--- src/rtl/cpu_bus_ctrl.sv ---
// ============================================================================
// cpu_bus_ctrl
// ----------------------------------------------------------------------------
// SCC68070 bus cycle controller for the CD-i MONO1 top level.
// It decodes each CPU access into one of the peripheral regions and drives
// the matching chip select. It then sequences the cycle through
// IDLE -> WAIT -> DONE -> HOLD and returns a one-cycle bus_ack or bus_err.
// It also produces the delayed one-cycle IRQ request to the slave 68HC05.
//
// Optional feature macro: BUS_TIMEOUT_EN
//   defined   : a WAIT lasting TIMEOUT cycles without completion ends with a
//               one-cycle bus_err (chip select dropped in DONE).
//   undefined : WAIT never times out.
//
// Ports
//   clk           in   system clock
//   reset         in   synchronous, active-high reset
//   addr[22:0]    in   CPU word address (byte address bits 23:1)
//   as            in   address strobe, active high
//   uds / lds     in   upper / lower data strobe
//   write_strobe  in   1 = write cycle (does not affect decode or timing)
//   mcd212_ack    in   MCD212 cycle complete (level)
//   slave_dtack   in   slave DTACK; a 0->1 edge completes a slave cycle
//   cs_mcd212     out  MCD212 select
//   cs_cdic       out  CDIC select
//   cs_slave      out  slave select
//   cs_nvram      out  NVRAM select
//   bus_ack       out  one-cycle cycle-complete to the CPU
//   bus_err       out  one-cycle bus error to the CPU
//   slave_irq     out  one-cycle IRQ request to the 68HC05
// All outputs are registered.
// ============================================================================
module cpu_bus_ctrl #(
    parameter int unsigned CDIC_WAIT       = 32'd1,
    parameter int unsigned NVRAM_WAIT      = 32'd2,
    parameter int unsigned OPEN_WAIT       = 32'd1,
    parameter int unsigned SLAVE_IRQ_DELAY = 32'd20,
    parameter int unsigned TIMEOUT         = 32'd255
) (
    input  logic        clk,
    input  logic        reset,
    input  logic [22:0] addr,
    input  logic        as,
    input  logic        uds,
    input  logic        lds,
    input  logic        write_strobe,
    input  logic        mcd212_ack,
    input  logic        slave_dtack,
    output logic        cs_mcd212,
    output logic        cs_cdic,
    output logic        cs_slave,
    output logic        cs_nvram,
    output logic        bus_ack,
    output logic        bus_err,
    output logic        slave_irq
);

    typedef enum logic [1:0] {
        ST_IDLE = 2'd0,
        ST_WAIT = 2'd1,
        ST_DONE = 2'd2,
        ST_HOLD = 2'd3
    } state_t;

    typedef enum logic [2:0] {
        RG_MCD212 = 3'd0,
        RG_CDIC   = 3'd1,
        RG_SLAVE  = 3'd2,
        RG_NVRAM  = 3'd3,
        RG_OPEN   = 3'd4,
        RG_ERR    = 3'd5
    } region_t;

    localparam logic [7:0] CDIC_WAIT_C  = 8'(CDIC_WAIT);
    localparam logic [7:0] NVRAM_WAIT_C = 8'(NVRAM_WAIT);
    localparam logic [7:0] OPEN_WAIT_C  = 8'(OPEN_WAIT);
    localparam logic [7:0] IRQ_DELAY_C  = 8'(SLAVE_IRQ_DELAY);
    localparam logic [8:0] TIMEOUT_C    = 9'(TIMEOUT);
`ifdef BUS_TIMEOUT_EN
    localparam logic       TIMEOUT_EN_C = 1'b1;
`else
    localparam logic       TIMEOUT_EN_C = 1'b0;
`endif

    // Map a word address onto its peripheral region (decoded on the byte address).
    function automatic region_t decode_region(input logic [22:0] word_addr);
        logic [23:0] byte_addr;
        region_t     rg;
        byte_addr = {word_addr, 1'b0};
        if ((byte_addr <= 24'h27FFFF) ||
            ((byte_addr >= 24'h400000) && (byte_addr <= 24'h5FFFFF))) begin
            rg = RG_MCD212;
        end else if (byte_addr[23:16] == 8'h30) begin
            rg = RG_CDIC;
        end else if (byte_addr[23:16] == 8'h31) begin
            rg = RG_SLAVE;
        end else if (byte_addr[23:16] == 8'h32) begin
            rg = RG_NVRAM;
        end else if (((byte_addr >= 24'h600000) && (byte_addr <= 24'hCFFFFF)) ||
                     (byte_addr >= 24'hF00000)) begin
            rg = RG_ERR;
        end else begin
            rg = RG_OPEN;
        end
        return rg;
    endfunction

    // Chip-select pattern {mcd212, cdic, slave, nvram} for a region.
    function automatic logic [3:0] cs_for_region(input region_t rg);
        logic [3:0] cs;
        case (rg)
            RG_MCD212: cs = 4'b1000;
            RG_CDIC:   cs = 4'b0100;
            RG_SLAVE:  cs = 4'b0010;
            RG_NVRAM:  cs = 4'b0001;
            default:   cs = 4'b0000;
        endcase
        return cs;
    endfunction

    state_t      state_r;
    region_t     region_r;
    logic [7:0]  wait_cnt_r;
    logic [7:0]  irq_cnt_r;
    logic        dtack_hist_r;
    logic [3:0]  cs_r;

    logic        start_s;
    region_t     dec_region_s;
    logic        wait_done_s;
    logic        timeout_s;
    logic        irq_load_s;
    logic        unused_write_s;

    // The transfer direction plays no part in decode or cycle timing.
    assign unused_write_s = write_strobe;

    assign {cs_mcd212, cs_cdic, cs_slave, cs_nvram} = cs_r;

    // Cycle start, region decode, per-region completion and timeout qualifiers.
    always_comb begin
        start_s      = as && (uds || lds);
        dec_region_s = decode_region(addr);
        irq_load_s   = (state_r == ST_IDLE) && start_s && (dec_region_s == RG_SLAVE);
        case (region_r)
            RG_MCD212: wait_done_s = mcd212_ack;
            RG_CDIC:   wait_done_s = (wait_cnt_r == CDIC_WAIT_C);
            RG_SLAVE:  wait_done_s = slave_dtack && !dtack_hist_r;
            RG_NVRAM:  wait_done_s = (wait_cnt_r == NVRAM_WAIT_C);
            RG_OPEN:   wait_done_s = (wait_cnt_r == OPEN_WAIT_C);
            default:   wait_done_s = 1'b0;
        endcase
        // The current WAIT cycle is number wait_cnt_r + 1.
        timeout_s = TIMEOUT_EN_C && (({1'b0, wait_cnt_r} + 9'd1) >= TIMEOUT_C);
    end

    // Bus-cycle FSM, wait/IRQ counters, DTACK history and registered outputs.
    always_ff @(posedge clk) begin
        if (reset) begin
            state_r      <= ST_IDLE;
            region_r     <= RG_OPEN;
            wait_cnt_r   <= 8'd0;
            irq_cnt_r    <= 8'd0;
            dtack_hist_r <= 1'b1;
            cs_r         <= 4'b0000;
            bus_ack      <= 1'b0;
            bus_err      <= 1'b0;
            slave_irq    <= 1'b0;
        end else begin
            // DTACK history runs every cycle so edges outside a slave WAIT are consumed.
            dtack_hist_r <= slave_dtack;

            // IRQ delay runs independently of the FSM; the pulse marks the
            // cycle in which the counter holds 1.
            if (irq_load_s) begin
                irq_cnt_r <= IRQ_DELAY_C;
                slave_irq <= 1'b0;
            end else if (irq_cnt_r != 8'd0) begin
                irq_cnt_r <= irq_cnt_r - 8'd1;
                slave_irq <= (irq_cnt_r == 8'd2);
            end else begin
                irq_cnt_r <= irq_cnt_r;
                slave_irq <= 1'b0;
            end

            bus_ack <= 1'b0;
            bus_err <= 1'b0;

            case (state_r)
                ST_IDLE: begin
                    if (start_s) begin
                        region_r   <= dec_region_s;
                        wait_cnt_r <= 8'd0;
                        if (dec_region_s == RG_ERR) begin
                            state_r <= ST_DONE;
                            bus_err <= 1'b1;
                            cs_r    <= 4'b0000;
                        end else begin
                            state_r <= ST_WAIT;
                            cs_r    <= cs_for_region(dec_region_s);
                        end
                    end else begin
                        state_r <= ST_IDLE;
                        cs_r    <= 4'b0000;
                    end
                end
                ST_WAIT: begin
                    if (!as) begin
                        // CPU abandoned the cycle: no ack, no error.
                        state_r <= ST_IDLE;
                        cs_r    <= 4'b0000;
                    end else if (wait_done_s) begin
                        // Completion beats a simultaneous timeout.
                        state_r <= ST_DONE;
                        bus_ack <= 1'b1;
                    end else if (timeout_s) begin
                        state_r <= ST_DONE;
                        bus_err <= 1'b1;
                        cs_r    <= 4'b0000;
                    end else begin
                        state_r <= ST_WAIT;
                        if (wait_cnt_r != 8'hFF) begin
                            wait_cnt_r <= wait_cnt_r + 8'd1;
                        end else begin
                            wait_cnt_r <= wait_cnt_r;
                        end
                    end
                end
                ST_DONE: begin
                    state_r <= ST_HOLD;
                    cs_r    <= 4'b0000;
                end
                ST_HOLD: begin
                    // Wait for the strobes to release so a stretched strobe is acked once.
                    if (!start_s) begin
                        state_r <= ST_IDLE;
                    end else begin
                        state_r <= ST_HOLD;
                    end
                    cs_r <= 4'b0000;
                end
                default: begin
                    state_r <= ST_IDLE;
                    cs_r    <= 4'b0000;
                end
            endcase
        end
    end

endmodule

--- config.mk ---
export PLATFORM = sky130hd
export DESIGN_NAME = cpu_bus_ctrl
export DESIGN_NICKNAME = d
export VERILOG_FILES = /design/src/rtl/cpu_bus_ctrl.sv
export SDC_FILE = /design/constraint.sdc
export NUM_CORES = 1
export LEC_CHECK = 0
export ABC_AREA = 1
export ABC_CLOCK_PERIOD_IN_PS = 1400
export CORE_MARGIN = 5
export CORE_UTILIZATION = 44
export CTS_CLUSTER_DIAMETER = 80
export DETAILED_ROUTE_END_ITERATION = 16
export GPL_TIMING_DRIVEN = 0
export PLACE_DENSITY = 0.87
export SLEW_MARGIN = 40
export SYNTH_ARGS = -nofsm -noshare
export SYNTH_HDL_FRONTEND = slang
export SYNTH_SLANG_ARGS = --single-unit
--- constraint.sdc ---
create_clock -name clk -period 1.4 [get_ports clk]
set_clock_uncertainty 0.1 [all_clocks]
set_input_delay 0.21 -clock clk [delete_from_list [all_inputs] [get_ports clk]]
set_output_delay 0.21 -clock clk [all_outputs]
set_load 0.005 [all_outputs]
==> impl_metrics.csv, run 1 <==
group,metric,value,unit
power,switching_power,1.08,mW
logic_synthesis,synth.most_common_cell,"nand2_1",
worst_hold_path,worstHoldPathCells,4,
sta,setup_viol,8,
logic_synthesis,synth_largest_area_cell,"dfxtp_1",
sta,hold_viol,0,
finish,fin_util,63.3,%
worst_setup_path,rrSetupSlack,-0.07,ns
sta,drv_slew,0,
power,p_per_area,1310,nW/um^2
global_routing,grt_start_max_net_pins,11,
power,ir_worst_vdd,1.00,mV
global_routing,grt_antenna_before_repair,0,
logic_synthesis,yosys_register_bits,29,
route,drtAntennaViolNets,0,
place,portBuffers,21,
cts,hold_buffers,0,
power,pwr-share-seq,34.3,%
finish,fill_cells,292,
global_routing,grt_usage,16.4,%
global_routing,grt_pass1_wl,6.73,mm
floorplanning,num_rows,22,
worst_setup_path,critPathArrivalTime,1.53,ns
cts,clkLatencyLatePin,0.29,ns
sta,tightest_slew,0.521,ns
worst_setup_path,endpoint_kind,"register",
floorplanning,start_util,44.5,%
route,first_pass_iters,5,
worst_setup_path,worstRegToRegCells,6,
power,internal_power,1.92,mW
logic_synthesis,synth_cell_types,22,
power,swShare,36.0,%
logic_synthesis,yosysSeqAreaShare,36.2,%
logic_synthesis,synth_common_cells,"nand2_1 (55), inv_1 (38), nor2_1 (34)",
place,place_area,1880,um^2
cts,ctsHtreeMaxLevel,2,
worst_setup_path,r2r-end,"wait_cnt_r[1]$_SDFFE_PP0P_",
worst_setup_path,crit_type,"reg -> reg",
cts,clockBufferDepth,2,
route,drt-wirelength-per-cell,12.6,um
sta,period_needed,1.47,ns
worst_setup_path,required,1.46,ns
finish,num-nets-final,320,
route,vias_per_cell,5.20,
floorplanning,dieArea,4960,um^2
logic_synthesis,synth_edf_count,0,
worst_setup_path,startpoint,"region_r[1]$_SDFFE_PP0P_",
logic_synthesis,synthTopCellsByArea,"dfxtp_1 (36%), nand2_1 (13%), inv_1 (8.9%)",
place,place_congestion,0.839,
logic_synthesis,async_flop_share,0,%
status,status,"finished with violations",
sta,fmax,0.681,GHz
worst_setup_path,timing.rr.start,"region_r[1]$_SDFFE_PP0P_",
finish,diodes,0,
power,clkPwrFrac,30.7,%
global_routing,gr-total-overflow,0,
worst_setup_path,worst-path-max-fanout,6,
logic_synthesis,syn_area,1610,um^2
route,vias,1737,
sta,rsz0062_at_grt,"yes",
flow_run,cap_viol_max_count,0,
power,power_frac_comb,35.0,%
finish,final_layout_size_suffix_gt1_share,29.7,%
finish,synthToLayoutAreaGrowth,42.2,%
floorplanning,fp.dieH,70.4,um
cts,clkSinkCount,29,
power,power.leakage,1.03,nW
sta,maxSlewHeadroom,65.2,%
cts,cts_tree,"done",
finish,final_area,2280,um^2
logic_synthesis,synthFlopType,"dfxtp_1",
worst_setup_path,endpoint,"wait_cnt_r[1]$_SDFFE_PP0P_",
logic_synthesis,avgSynthCellArea,6.58,um^2
worst_hold_path,hp-class,"in -> reg",
floorplanning,chipWidth,70.4,um
sta,setup_slack,-0.0677,ns
cts,clk_pin_slew,0.07,ns
logic_synthesis,synth_warnings,0,
floorplanning,io_pins,38,
floorplanning,coreArea,3610,um^2
status,failed_checks,"negative setup slack",
logic_synthesis,synth_cells,244,
global_routing,grt_pass1_vias,1634,
place,hpwl,2.48,mm
route,routed_wl,4.22,mm
logic_synthesis,synth_top_area_share,36.2,%
cts,cts_inserted_buffers,5,
route,route.detailed.drc,0,
sta,period_share,105,%
cts,clockRootBuffer,"clkbuf_8",
logic_synthesis,synth_nets,279,
route,drt_iter0_drc,167,
worst_setup_path,critPathLaunchType,"register",
[cell families after synthesis]
logic type	after synthesis	synth area share (%)
flip-flops	29	36.2
buffers and inverters	42	10.3
XOR/XNOR	5	2.73
AO/OA/AOI/OAI	39	13.1
adder cells (fa/ha/maj)	4	3.12
AND/OR/NAND/NOR	125	34.6
[power groups by stage]
stage | registers, mW | logic [mW] | clock network, mW
4_1_cts | 1.01 | 0.904 | 0.934
3_5_place_dp | 1.03 | 0.825 | 0
5_1_grt | 1.05 | 1.18 | 0.958
2_1_floorplan | 1.01 | 0.636 | 0
6_report | 1.03 | 1.05 | 0.921
3_3_place_gp | 1.02 | 0.788 | 0
[critical path: stages (launching register included)]
cell and delay, ns:
dfxtp_2 0.35, o21ai_1 0.40, nand3_4 0.19, nand2_4 0.14
nand2_1 0.06, nand2_1 0.05, nor2_1 0.04
[flip-flops by register name, summed over array words and instances, names as in the netlist]
register	cells
bus_err	1
dtack_hist_r	1
bus_ack	1
cs_r	4
irq_cnt_r	8
state_r	2
region_r	3
wait_cnt_r	8
slave_irq	1
[how the worst min path moves through the flow]
stage	start	to	slack (ns)
finish	addr[20]	cs_r[3]$_SDFFE_PP0P_	0.28
global route	addr[20]	cs_r[3]$_SDFFE_PP0P_	0.33
CTS	irq_cnt_r[0]$_SDFFE_PP0N_	irq_cnt_r[0]$_SDFFE_PP0N_	0.36
detailed placement	irq_cnt_r[0]$_SDFFE_PP0N_	irq_cnt_r[0]$_SDFFE_PP0N_	0.35
global placement	irq_cnt_r[0]$_SDFFE_PP0N_	irq_cnt_r[0]$_SDFFE_PP0N_	0.34
floorplan	reset	irq_cnt_r[4]$_SDFFE_PP0P_	0.18
[routing by layer]
metal  GRT usage, %  up-vias  wire, um
met4           8.72        0       116
met3           3.60       16       274
li1               -      857         -
met1           19.2      792      1650
met2           27.4       72      2180
met5              0        -         0
[placed cells by master, fill, tap and decap left out, types with 3 or more instances in the layout]
master            n
a21oi_1          17
a21oi_2           5
buf_4            10
buf_6             3
clkbuf_8          6
clkdlybuf4s50_1  11
dfxtp_1          16
dfxtp_2           7
dfxtp_4           6
dlygate4sd2_1     6
dlymetal6s2s_1    4
ha_1              3
inv_1            30
inv_2            10
nand2_1          49
nand2_2           8
nand2_4           3
nand3_1          20
nor2_1           22
nor2_2            8
nor2_4            7
o21ai_0           8
o21ai_1           6
xor2_1            4
[stage by stage]
| stage | setup WS, ns | setup TNS, ns | hold slack, ns | std cells | total power [mW] |
|---|---|---|---|---|---|
| after global placement | -0.354 | -6.35 | 0.345 | 313 | 1.81 |
| after global routing | -0.160 | -1.25 | 0.329 | 334 | 3.19 |
| after detailed placement | -0.378 | -6.99 | 0.353 | 313 | 1.85 |
| after floorplan | 0.0181 | 0 | 0.179 | 244 | 1.65 |
| after CTS | -0.0428 | -0.105 | 0.363 | 331 | 2.85 |
| final | -0.0677 | -0.326 | 0.277 | 334 | 3.00 |
[cell type report]
class / instances / area, um^2 / share of cell area (%)
Clock buffer: 6 / 82.6 / 3.62
Sequential cell: 29 / 612 / 26.8
Multi-Input combinational cell: 174 / 1010 / 44.5
Tap cell: 48 / 60.1 / 2.63
Clock inverter: 2 / 37.5 / 1.64
Inverter: 40 / 150 / 6.58
Buffer: 2 / 15.0 / 0.658
Timing Repair Buffer: 33 / 310 / 13.6
[what timing repair did]
action / 4_1_cts / 5_1_grt
buffers inserted: 8 / 3
endpoints found under the setup margin: 22 / 23
gates cloned: 2 / 0
gates resized for setup: 34 / 49
pin swaps: 11 / 9
(Power assumes the default switching activity.)
==> inputs of run 2 (changes only) <==
Settings changed: ABC_CLOCK_PERIOD_IN_PS 1400 to not set, TNS_END_PERCENT set to 50.
==> impl_metrics.csv, run 2 (same netlist as run 1, synthesis figures left out) <==
group,metric,value,unit
finish,top_regs,"irq_cnt_r (8), wait_cnt_r (8), cs_r (4)",
sta,fin_setup_tns,-0.311,ns
worst_setup_path,crit_type,"reg -> reg",
flow_run,cap_viol_max_count,0,
power,p_per_area,1320,nW/um^2
floorplanning,start_util,44.5,%
sta,maxSlewHeadroom,63.1,%
sta,tightest_slew,0.553,ns
finish,synthToLayoutAreaGrowth,41.2,%
route,first_pass_iters,5,
finish,layout_commonest_cell,"nand2_1",
route,drt-wirelength-per-cell,12.5,um
worst_setup_path,required,1.45,ns
cts,clockRootBuffer,"clkbuf_8",
cts,clkLatencyLatePin,0.29,ns
floorplanning,dieArea,4960,um^2
route,drtAntennaViolNets,0,
finish,final_area,2270,um^2
sta,period_needed,1.46,ns
global_routing,grt_usage,16.4,%
route,vias,1733,
finish,final_cell_mix,"nand2_1 (50), inv_1 (30), nor2_1 (22)",
finish,num-nets-final,319,
sta,drv_slew,0,
power,ir_worst_vdd,1.00,mV
finish,multi_input_area,1010,um^2
cts,cts_inserted_buffers,5,
sta,period_share,105,%
cts,clockBufferDepth,2,
global_routing,gr-total-overflow,0,
floorplanning,num_rows,22,
cts,clk_pin_slew,0.07,ns
sta,fin_hold_ws,0.281,ns
worst_setup_path,worst-path-max-fanout,6,
finish,diodes,0,
route,met2_length,2.12,mm
sta,setup_slack,-0.0630,ns
cts,hold_buffers,0,
worst_hold_path,hp-class,"in -> reg",
global_routing,grt_pass1_wl,6.73,mm
route,wl_met1,1.65,mm
place,portBuffers,21,
sta,rsz0062_at_grt,"yes",
cts,clkSinkCount,29,
route,top_layer,"met4",
status,status,"finished with violations",
route,vias_per_cell,5.20,
sta,hold_viol,0,
floorplanning,fp.dieH,70.4,um
route,routed_wl,4.16,mm
floorplanning,coreArea,3610,um^2
status,failed_checks,"negative setup slack",
power,power.leakage,1.03,nW
worst_setup_path,critPathArrivalTime,1.52,ns
worst_setup_path,critPathLaunchType,"register",
place,place_area,1880,um^2
place,place_congestion,0.839,
finish,final_layout_size_suffix_gt1_share,28.8,%
route,routed-wl-met3,267,um
route,drt_iter0_drc,194,
global_routing,grt_pass1_vias,1634,
sta,setup_viol,8,
cts,cts_tree,"done",
global_routing,grt_antenna_before_repair,0,
floorplanning,chipWidth,70.4,um
cts,ctsHtreeMaxLevel,2,
floorplanning,io_pins,38,
worst_setup_path,endpoint_kind,"register",
sta,fmax,0.684,GHz
route,route.detailed.drc,0,
global_routing,grt_start_max_net_pins,11,
place,place_ws,-0.378,ns
finish,regArea,612,um^2
finish,fill_cells,297,
place,hpwl,2.48,mm
power,fin_total_pwr,2.98,mW
[run 2: changes by cell type in the layout (fill, tap and decap cells not counted), sizes merged]
cell / previous run / this run
buf: 13 / 12
[run 2: layout make-up]
type,count,area share (%)
multi-input combinational,174,44.4
sequential,29,27.0
timing repair buffer,32,13.4
inverter,40,6.62
clock buffer,6,3.64
tap,48,2.65
clock inverter,2,1.66
buffer,2,0.662
[run 2: path summary, 6_finish.rpt]
kind,from,end,slack (ns),cells past startpoint
setup / recovery,region_r[1]$_SDFFE_PP0P_,wait_cnt_r[1]$_SDFFE_PP0P_,-0.06,6
hold / removal,addr[20],cs_r[3]$_SDFFE_PP0P_,0.28,4
setup reg to reg,region_r[1]$_SDFFE_PP0P_,wait_cnt_r[1]$_SDFFE_PP0P_,-0.06,6
hold reg to reg,irq_cnt_r[0]$_SDFFE_PP0N_,irq_cnt_r[0]$_SDFFE_PP0N_,0.36,2
[run 2: worst max-delay path: stages (launching register included)]
cell     delay [ns]
dfxtp_2        0.36
o21ai_1        0.40
nand3_4        0.19
nand2_4        0.14
nand2_1        0.06
nand2_1        0.05
nor2_1         0.04
[run 2: where the power goes]
group | leakage, nW | switching, mW | total [mW] | internal (mW)
logic | 0.728 | 0.643 | 1.04 | 0.396
registers | 0.243 | 0.0870 | 1.03 | 0.941
clock network | 0.0574 | 0.337 | 0.915 | 0.578
[run 2: stage by stage]
step | utilization [%] | std cells
finish | 62.9 | 333
global route | 62.9 | 333
CTS | 59.2 | 331
detailed placement | 52.0 | 313
global placement | 52.0 | 313
floorplan | - | 244
[run 2: metal layers]
metal | vias up | track usage [%]
met1 | 791 | 19.2
met5 | - | 0
met3 | 15 | 3.60
met4 | 0 | 8.72
li1 | 856 | -
met2 | 71 | 27.4
[run 2: timing repair]
item,in CTS,in global routing
endpoints found under the hold margin,0,0
pin swaps,11,7
gates cloned,2,0
resized for setup,34,47
buffers inserted,8,2
setup endpoints to repair,22,23
==> inputs of run 3 (changes only) <==
Settings changed: CELL_PAD_IN_SITES_DETAIL_PLACEMENT set to 0, CELL_PAD_IN_SITES_GLOBAL_PLACEMENT set to 1, CORE_UTILIZATION 44 to 31, PLACE_DENSITY 0.87 to 0.88.
==> impl_metrics.csv, run 3 (same netlist as run 1, synthesis figures left out) <==
group,metric,value,unit
status,status,"finished with violations",
status,failed_checks,"negative setup slack",
worst_hold_path,hp-class,"in -> reg",
finish,diodes,0,
global_routing,grt_pass1_wl,6.42,mm
worst_setup_path,cp_cell_sequence,"nor2_2 -> nand2_1 -> nor2_1 -> nand2_1 -> nand2_2 -> nand3_4 -> nand2_4 -> nand2_1 -> nand2_1 -> nor2_1",
route,drtAntennaViolNets,0,
finish,layout_commonest_cell,"nand2_1",
sta,hold_viol,0,
sta,period_needed,1.44,ns
worst_setup_path,critPathArrivalTime,1.48,ns
cts,ctsHtreeMaxLevel,2,
power,clkPwrFrac,31.5,%
power,ir_worst_vdd,0.739,mV
finish,synthToLayoutAreaGrowth,42.3,%
worst_setup_path,crit_type,"reg -> reg",
global_routing,grt_usage,12.2,%
power,power.leakage,1.05,nW
floorplanning,fp.dieH,82.0,um
place,place_congestion,0.776,
worst_setup_path,cp_num_buf_inv,0,
worst_setup_path,rrSetupSlack,-0.04,ns
sta,tightest_slew,0.536,ns
power,internal_power,1.91,mW
floorplanning,io_pins,38,
route,route.detailed.drc,0,
sta,period_share,103,%
worst_setup_path,r2r-end,"wait_cnt_r[1]$_SDFFE_PP0P_",
floorplanning,chipWidth,82.0,um
floorplanning,start_util,31.6,%
power,p_per_area,1260,nW/um^2
worst_setup_path,worst-path-max-fanout,6,
floorplanning,coreArea,5070,um^2
cts,clk_pin_slew,0.07,ns
power,fin_total_pwr,2.87,mW
global_routing,gr-total-overflow,0,
worst_hold_path,hold_end,"cs_r[3]$_SDFFE_PP0P_",
cts,hold_buffers,0,
cts,clkLatencyLatePin,0.28,ns
route,vias_per_cell,4.59,
cts,cts_inserted_buffers,5,
power,pwr-share-seq,35.6,%
route,vias,1637,
worst_setup_path,critPathLaunchType,"register",
global_routing,grt_pass1_vias,1499,
worst_setup_path,endpoint_kind,"register",
sta,maxSlewHeadroom,64.3,%
worst_setup_path,cp_slowest_stage_delay,0.36,ns
worst_setup_path,slowest_stage,"dfxtp_4",
route,drt-wirelength-per-cell,10.8,um
sta,rsz0062_at_grt,"yes",
route,drt_iter0_drc,88,
sta,fin_setup_tns,-0.163,ns
global_routing,grt_antenna_before_repair,0,
place,hpwl,2.60,mm
route,routed_wl,3.84,mm
sta,fmax,0.695,GHz
power,power_frac_comb,32.9,%
cts,clockBufferDepth,2,
cts,cts_tree,"done",
sta,setup_viol,6,
finish,num-nets-final,321,
power,switching_power,0.964,mW
route,first_pass_iters,4,
cts,clockRootBuffer,"clkbuf_8",
global_routing,grt_start_max_net_pins,11,
power,swShare,33.6,%
finish,top_regs,"irq_cnt_r (8), wait_cnt_r (8), cs_r (4)",
cts,clkSinkCount,29,
worst_hold_path,worstHoldPathCells,4,
flow_run,cap_viol_max_count,0,
worst_hold_path,hp-start,"addr[20]",
floorplanning,num_rows,26,
worst_setup_path,crit_path_frequent_cell,"nand2_1",
worst_setup_path,path_delay_family,"simple AND/OR/NAND/NOR gates",
worst_setup_path,worstRegToRegCells,10,
finish,final_layout_size_suffix_gt1_share,25.1,%
worst_setup_path,timing.rr.start,"wait_cnt_r[3]$_SDFFE_PP0P_",
place,portBuffers,21,
sta,drv_slew,0,
worst_setup_path,required,1.44,ns
sta,setup_slack,-0.0394,ns
floorplanning,dieArea,6720,um^2
finish,final_cell_mix,"nand2_1 (51), inv_1 (33), nor2_1 (27)",
==> run 3: changes by cell type in the layout (fill, tap and decap cells not counted), moves of 3 or more <==
cell     before  now
inv_2        10    6
nor2_2        8    5
o21ai_0       8   12
inv_1        30   33
nor2_1       22   27
dfxtp_4       6    3
nand3_1      21   18
o21ai_1       6    2
==> run 3: worst max-delay path by stage <==
| stage | startpoint | to | slack [ns] | depth (start not counted) |
|---|---|---|---|---|
| finish | wait_cnt_r[3]$_SDFFE_PP0P_ | wait_cnt_r[1]$_SDFFE_PP0P_ | -0.04 | 10 |
| global route | wait_cnt_r[3]$_SDFFE_PP0P_ | wait_cnt_r[1]$_SDFFE_PP0P_ | -0.14 | 10 |
| global placement | as | slave_irq$_SDFF_PP0_ | -0.40 | 8 |
| CTS | wait_cnt_r[3]$_SDFFE_PP0P_ | wait_cnt_r[1]$_SDFFE_PP0P_ | -0.01 | 10 |
| floorplan | wait_cnt_r[0]$_SDFFE_PP0P_ | wait_cnt_r[6]$_SDFFE_PP0P_ | 0.02 | 9 |
| detailed placement | lds | slave_irq$_SDFF_PP0_ | -0.41 | 8 |
==> run 3: power groups by stage <==
stage | clock, mW | sequential, mW | combinational [mW]
floorplan | 0 | 1.01 | 0.636
global placement | 0 | 1.03 | 0.812
detailed placement | 0 | 1.03 | 0.822
CTS | 0.927 | 1.02 | 0.903
global route | 0.956 | 1.03 | 1.09
finish | 0.905 | 1.02 | 0.944
==> run 3: per-stage QoR <==
step	cells	hold WS (ns)	setup WS, ns	instance area (um^2)	utilization (%)
floorplan	244	0.179	0.0181	1610	-
global placement	335	0.345	-0.398	1900	37.5
detailed placement	335	0.350	-0.409	1900	37.5
CTS	356	0.359	-0.0109	2200	43.4
global route	357	0.341	-0.145	2280	45.0
finish	357	0.275	-0.0394	2280	45.0
==> run 3: what timing repair did <==
action,CTS,global route
gates cloned,1,0
buffers inserted,12,1
endpoints found under the setup margin,21,24
pin swaps,12,8
resized for setup,36,25
==> run 3: worst min-delay path, stage by stage <==
cell	delay [ns]
dlymetal6s2s_1	0.11
o21ai_0	0.09
nand2_1	0.10
o21ai_0	0.09
==> run 3: area by class of cell <==
cell class,count,area (um^2)
Inverter,40,153
Fill cell,527,2790
Buffer,2,15.0
Timing Repair Buffer,35,337
Sequential cell,29,602
Tap cell,70,87.6
Multi-Input combinational cell,173,975
Clock buffer,7,86.3
Clock inverter,1,30.0
==> run 3: metal layers <==
layer	global-route usage (%)	vias up	routed length, um
li1	-	855	-
met1	15.2	748	1800
met2	20.4	28	1830
met3	2.96	6	142
met4	4.49	0	67
met5	0	-	0
